--- src/rtl/pipe_hazard_ctrl.sv ---
// Pipeline hazard controller: scoreboard-based RAW stall, taken-branch flush,
// fetch-wait hold and a saturating bubble counter.
// Optional build macro HAZARD_FORWARD_EN: with EX/WB forwarding present, only
// issued loads mark their destination pending.
module pipe_hazard_ctrl #(
  parameter int unsigned FLUSH_CYCLES = 2
) (
  input  logic        i_clk,
  input  logic        i_reset_n,
  input  logic        i_id_valid,
  input  logic [2:0]  i_id_rx,
  input  logic [2:0]  i_id_ry,
  input  logic        i_id_rd_x,
  input  logic        i_id_rd_y,
  input  logic        i_id_wr,
  input  logic        i_id_is_ld,
  input  logic        i_wb_valid,
  input  logic        i_wb_wr,
  input  logic [2:0]  i_wb_rx,
  input  logic        i_ex_br_taken,
  input  logic        i_imem_ready,
  output logic        o_pc_en,
  output logic        o_if_id_en,
  output logic        o_if_id_flush,
  output logic        o_id_ex_bubble,
  output logic [7:0]  o_pending,
  output logic [1:0]  o_state,
  output logic [15:0] o_stall_cnt
);

  typedef enum logic [1:0] {
    StFill  = 2'd0,
    StRun   = 2'd1,
    StStall = 2'd2,
    StFlush = 2'd3
  } state_e;

  localparam logic [1:0] FlushLoad = 2'(FLUSH_CYCLES - 1);

  state_e      r_state, w_state_d;
  logic [1:0]  r_flush_cnt, w_flush_cnt_d;
  logic [7:0]  r_pending, w_pending_d, w_pending_clr;
  logic [15:0] r_stall_cnt, w_stall_cnt_d;
  logic        w_hazard, w_active, w_issue, w_sets;

  // Retiring writer clears its bit first; the RF writes through, so hazard
  // detection sees the cleared scoreboard in the same cycle.
  always_comb begin
    w_pending_clr = r_pending;
    if (i_wb_valid && i_wb_wr) w_pending_clr[i_wb_rx] = 1'b0;
  end

  assign w_hazard = i_id_valid & ((i_id_rd_x & w_pending_clr[i_id_rx]) |
                                  (i_id_rd_y & w_pending_clr[i_id_ry]));
  assign w_active = (r_state == StRun) || (r_state == StStall);
  assign w_issue  = i_id_valid & w_active & ~w_hazard & ~i_ex_br_taken & i_imem_ready;

`ifdef HAZARD_FORWARD_EN
  // ALU results are forwarded; only load data arrives too late.
  assign w_sets = w_issue & i_id_wr & i_id_is_ld;
`else
  logic w_unused_is_ld;
  assign w_unused_is_ld = i_id_is_ld;
  assign w_sets = w_issue & i_id_wr;
`endif

  // Scoreboard next state: set of a new writer wins over same-cycle clear.
  always_comb begin
    w_pending_d = w_pending_clr;
    if (w_sets) w_pending_d[i_id_rx] = 1'b1;
  end

  // Next-state and control outputs; reset overrides the enables combinationally.
  always_comb begin
    w_state_d      = r_state;
    w_flush_cnt_d  = r_flush_cnt;
    o_pc_en        = 1'b0;
    o_if_id_en     = 1'b0;
    o_if_id_flush  = 1'b0;
    o_id_ex_bubble = 1'b1;
    unique case (r_state)
      StFill: begin
        o_pc_en    = 1'b1;
        o_if_id_en = 1'b1;
        w_state_d  = StRun;
      end
      StRun, StStall, StFlush: begin
        if (i_ex_br_taken) begin
          o_pc_en       = 1'b1;
          o_if_id_en    = 1'b1;
          o_if_id_flush = 1'b1;
          w_flush_cnt_d = FlushLoad;
          w_state_d     = (FLUSH_CYCLES > 1) ? StFlush : StRun;
        end else if (r_state == StFlush) begin
          o_pc_en    = i_imem_ready;
          o_if_id_en = i_imem_ready;
          w_flush_cnt_d = (r_flush_cnt == 2'd0) ? 2'd0 : r_flush_cnt - 2'd1;
          if (r_flush_cnt <= 2'd1) w_state_d = StRun;
        end else if (!i_imem_ready) begin
          w_state_d = r_state;
        end else if (w_hazard) begin
          w_state_d = StStall;
        end else begin
          o_pc_en        = 1'b1;
          o_if_id_en     = 1'b1;
          o_id_ex_bubble = ~i_id_valid;
          w_state_d      = StRun;
        end
      end
    endcase
    if (!i_reset_n) begin
      o_pc_en        = 1'b0;
      o_if_id_en     = 1'b0;
      o_if_id_flush  = 1'b1;
      o_id_ex_bubble = 1'b1;
    end
  end

  // Count bubbles inserted while the pipe is running or stalled; saturate.
  always_comb begin
    w_stall_cnt_d = r_stall_cnt;
    if (o_id_ex_bubble && w_active && (r_stall_cnt != 16'hFFFF)) begin
      w_stall_cnt_d = r_stall_cnt + 16'd1;
    end
  end

  // State registers.
  always_ff @(posedge i_clk or negedge i_reset_n) begin
    if (!i_reset_n) begin
      r_state     <= StFill;
      r_flush_cnt <= 2'd0;
      r_pending   <= 8'd0;
      r_stall_cnt <= 16'd0;
    end else begin
      r_state     <= w_state_d;
      r_flush_cnt <= w_flush_cnt_d;
      r_pending   <= w_pending_d;
      r_stall_cnt <= w_stall_cnt_d;
    end
  end

  assign o_pending   = r_pending;
  assign o_state     = r_state;
  assign o_stall_cnt = r_stall_cnt;

endmodule

--- config.mk ---
export PLATFORM = sky130hd
export DESIGN_NAME = pipe_hazard_ctrl
export DESIGN_NICKNAME = d
export VERILOG_FILES = /design/src/rtl/pipe_hazard_ctrl.sv
export SDC_FILE = /design/constraint.sdc
export NUM_CORES = 1
export LEC_CHECK = 0
export ABC_CLOCK_PERIOD_IN_PS = 1800
export BUFFER_PORTS_ARGS = -buffer_cell sky130_fd_sc_hd__buf_4
export CAP_MARGIN = 25
export CORE_MARGIN = 1
export CORE_UTILIZATION = 25
export DETAILED_ROUTE_END_ITERATION = 12
export PLACE_DENSITY = 0.49
export SETUP_SLACK_MARGIN = 0.2
export SLEW_MARGIN = 20
export SYNTH_ARGS = -nofsm -noshare
export SYNTH_HDL_FRONTEND = slang
export SYNTH_SLANG_ARGS = --single-unit
--- constraint.sdc ---
create_clock -name i_clk -period 1.8 [get_ports i_clk]
set_input_delay 0.09 -clock i_clk [delete_from_list [all_inputs] [get_ports i_clk]]
set_output_delay 0.09 -clock i_clk [all_outputs]
set_load 0.05 [all_outputs]
==> reports/results.tsv <==
stage	metric	value	unit
routing	met2_length	2350	µm
routing	remaining_drc_errors	0	
critical_path	path_max_fanout	6	
synthesis	synth.area.mux_share	0.00686	
sta	fin_crit_sh	1.03	
synthesis	seq_area_frac_synth	0.427	
synthesis	synth_compound_area_frac	0.170	
finish	diodes	0	
finish	final_cell_mix	buf_4 (67), dfrtp_2 (19), nand2_1 (14), nand4_1 (14), xnor2_1 (12)	
hold_path	timing.hold.worst_path_depth	3	
routing	wl_per_cell	14.3	µm
synthesis	synth_fa_ha_area_frac	0.0229	
placement	dp_slack	-0.122	ns
synthesis	synth_warnings	0	
placement	dp_hpwl	3590	µm
routing	firstDrtPassIters	4	
hold_path	min_from	i_wb_rx[1]	
clock_network	clk_latency	0.27	ns
placement	dp_cells	319	
synthesis	ys_async_sr_fraction	1.00	
critical_path	reg2reg_setup_slack	-0.06	ns
run	maxCapViolCount	0	
outcome	violations	negative setup slack	
hold_path	min_to	o_pending[1]	
routing	routed.top_layer	met4	
synthesis	synth_top_family_by_area	simple AND/OR/NAND/NOR gates	
critical_path	critical_path_required	1.97	ns
global_route	antenna_found_initial	0	
sta	final_hold_viol_count	0	
finish	instances_no_fill	335	
global_route	grt_max_degree	24	
synthesis	syn_area_per_cell	8.96	µm²
routing	vias	1718	
routing	drt_iter0_drc	43	
clock_network	ctsRootBufferMaster	clkbuf_8	
synthesis	synth_edf_count	0	
critical_path	worst-setup-path-type	flop to flop	
finish	fill_cells	640	
finish	seqCellArea	724	µm²
routing	final_antenna_net_count	0	
synthesis	synth_ff_type	dfrtp_1	
floorplanning	die_w	83	µm
clock_network	cts_buffers	3	
synthesis	synthXorXnorAreaFrac	0.0801	
sta	fin_skew	0.00232	ns
floorplanning	io_pins	50	
critical_path	reg2reg_to	o_stall_cnt[6]	
sta	rsz0062_at_grt	yes	
hold_path	hold_class	input port to flop	
routing	finalWirelength	4780	µm
sta	tightest_slew	0.393	ns
clock_network	cts.sinks	28	
synthesis	syn-num-nets	206	
critical_path	cp.arrival	2.03	ns
global_route	track_usage	0.145	
synthesis	synth.area.top_cells	dfrtp_1 (43%), xnor2_1 (8.0%), nand4_1 (5.3%)	
finish	utilization	0.412	
clock_network	cts.clk_slew.worst_paths	0.10	ns
placement	io_buffers	48	
global_route	gr-total-overflow	0	
clock_network	cts_tree	done	
synthesis	yosys.area_share.simple	0.246	
power_and_ir_drop	peakVddDrop	0.414	mV
critical_path	cp-start-kind	flop	
placement	gp_congestion	0.793	
synthesis	yosysTopAreaCell	dfrtp_1	
clock_network	cts_max_level	1	
finish	synthToLayoutAreaGrowth	59.6	%
sta	layout_min_cycle_time	1.86	ns
floorplanning	core	6350	µm²
floorplanning	die_h	83	µm
finish	multi_input_area	1050	µm²
outcome	status	finished with violations	
sta	fin_tns_setup	-0.294	ns
critical_path	rr_worst_depth	10	
floorplanning	initial_core_util	0.258	
sta	timing.fmax	0.538	GHz
synthesis	netlist_area	1640	µm²
floorplanning	rows	29	
synthesis	synth_top_area_frac	0.427	
clock_network	clockBufferDepth	2	
global_route	grt_pass1_wl	8190	µm
global_route	grt_pass1_vias	1697	
sta	setup_viol	10	
sta	relSlewSlack	0.736	
floorplanning	dieArea	6890	µm²
routing	drt-met1-wl	2100	µm
sta	drv_slew	0	
routing	route.detailed.vias_per_inst	5.13	
finish	nNetsFinal	282	
routing	dr_wl_met3	307	µm
sta	layout_setup_ws	-0.0587	ns
synthesis	netlist_instances	183	
critical_path	r2r-start	o_pending[0]	
power_and_ir_drop	p_per_area	911	nW/µm²
power_and_ir_drop	power_leakage	1.12	nW
finish	layout_commonest_cell	buf_4	
critical_path	end_kind	flop	
finish	drive_gt1_frac	0.531	
synthesis	synthDistinctLibCells	37	
synthesis	synth-seq-cells	28	
power_and_ir_drop	p_total	2.39	mW
[where the power goes]
group | switching [mW] | leakage (nW) | total [mW] | internal, mW
Combinational | 0.702 | 0.751 | 1.15 | 0.449
Sequential | 0.0943 | 0.341 | 0.841 | 0.747
Clock | 0.199 | 0.0288 | 0.395 | 0.196
[stage by stage]
step	cell area (µm²)	hold slack [ns]
global route	2620	0.148
global placement	2280	-0.0748
finish	2620	0.129
floorplan	1730	-0.206
detailed placement	2280	-0.0760
CTS	2540	0.118
[timing repair]
| action | CTS | global route |
|---|---|---|
| hold endpoints to repair | 28 | 0 |
| buffers inserted | 8 | 3 |
| endpoints found under the setup margin | 28 | 30 |
| gates cloned | 0 | 0 |
| pin swaps | 16 | 11 |
| hold buffers | 1 | 0 |
| resized for setup | 29 | 13 |
[sequential cells by signal (all words and copies together), names as in the netlist]
register     cells
o_pending        8
o_state          2
o_stall_cnt     16
r_flush_cnt      2
[cells in the mapped netlist, drive strengths merged, types with 2 or more instances]
| master | count |
|---|---|
| a21oi | 3 |
| and3 | 6 |
| buf | 4 |
| clkbuf | 5 |
| dfrtp | 28 |
| ha | 3 |
| inv | 9 |
| nand2 | 18 |
| nand2b | 3 |
| nand3 | 6 |
| nand3b | 2 |
| nand4 | 14 |
| nor2 | 9 |
| nor3 | 7 |
| o2111ai | 5 |
| o211ai | 6 |
| o21ai | 20 |
| o31ai | 5 |
| or4 | 2 |
| xnor2 | 15 |
[cell families (layout without fill, tap and decap cells)]
| family | Yosys count | after routing |
|---|---|---|
| AO/OA/AOI/OAI | 43 | 43 |
| XOR/XNOR | 15 | 15 |
| adder cells (fa/ha/maj) | 3 | 3 |
| buffers and inverters | 18 | 93 |
| flip-flops | 28 | 28 |
| multiplexers | 1 | 1 |
| AND/OR/NAND/NOR | 75 | 75 |
[worst max path at each step]
stage                   startpoint               to  depth (start not counted)  slack [ns]
finish                o_pending[0]   o_stall_cnt[6]                         10       -0.06
global route          o_pending[0]  o_stall_cnt[10]                          9       -0.16
CTS                   o_pending[0]       o_if_id_en                          7       -0.06
detailed placement      i_wb_rx[0]     o_pending[0]                          8       -0.12
global placement        i_wb_rx[0]     o_pending[0]                          8        -0.1
floorplan           o_stall_cnt[5]   o_stall_cnt[1]                          7       -0.24
[metal layers]
| layer | vias up | track usage |
|---|---|---|
| met5 | - | 0 |
| met4 | 0 | 0.0329 |
| met3 | 2 | 0.0298 |
| met2 | 58 | 0.244 |
| met1 | 835 | 0.192 |
| li1 | 823 | - |
[worst max-delay path, stage by stage, from the launching register on]
cell and delay, ns:
dfrtp_2 0.40, o31ai_4 0.09, a221oi_2 0.24, nand4_1 0.15, buf_4 0.17, nand4_1 0.15
buf_6 0.15, buf_8 0.12, buf_4 0.12, nand2_4 0.04, xnor2_1 0.12
[area by class of cell]
cell class              instances  share of cell area
multi-input cells             137               0.402
flip-flops and latches         28               0.277
repair buffers                 80               0.250
well taps                      77              0.0368
clock buffers                   4              0.0210
inverters                       9              0.0129
No activity file was read; power rests on OpenSTA's default activity.
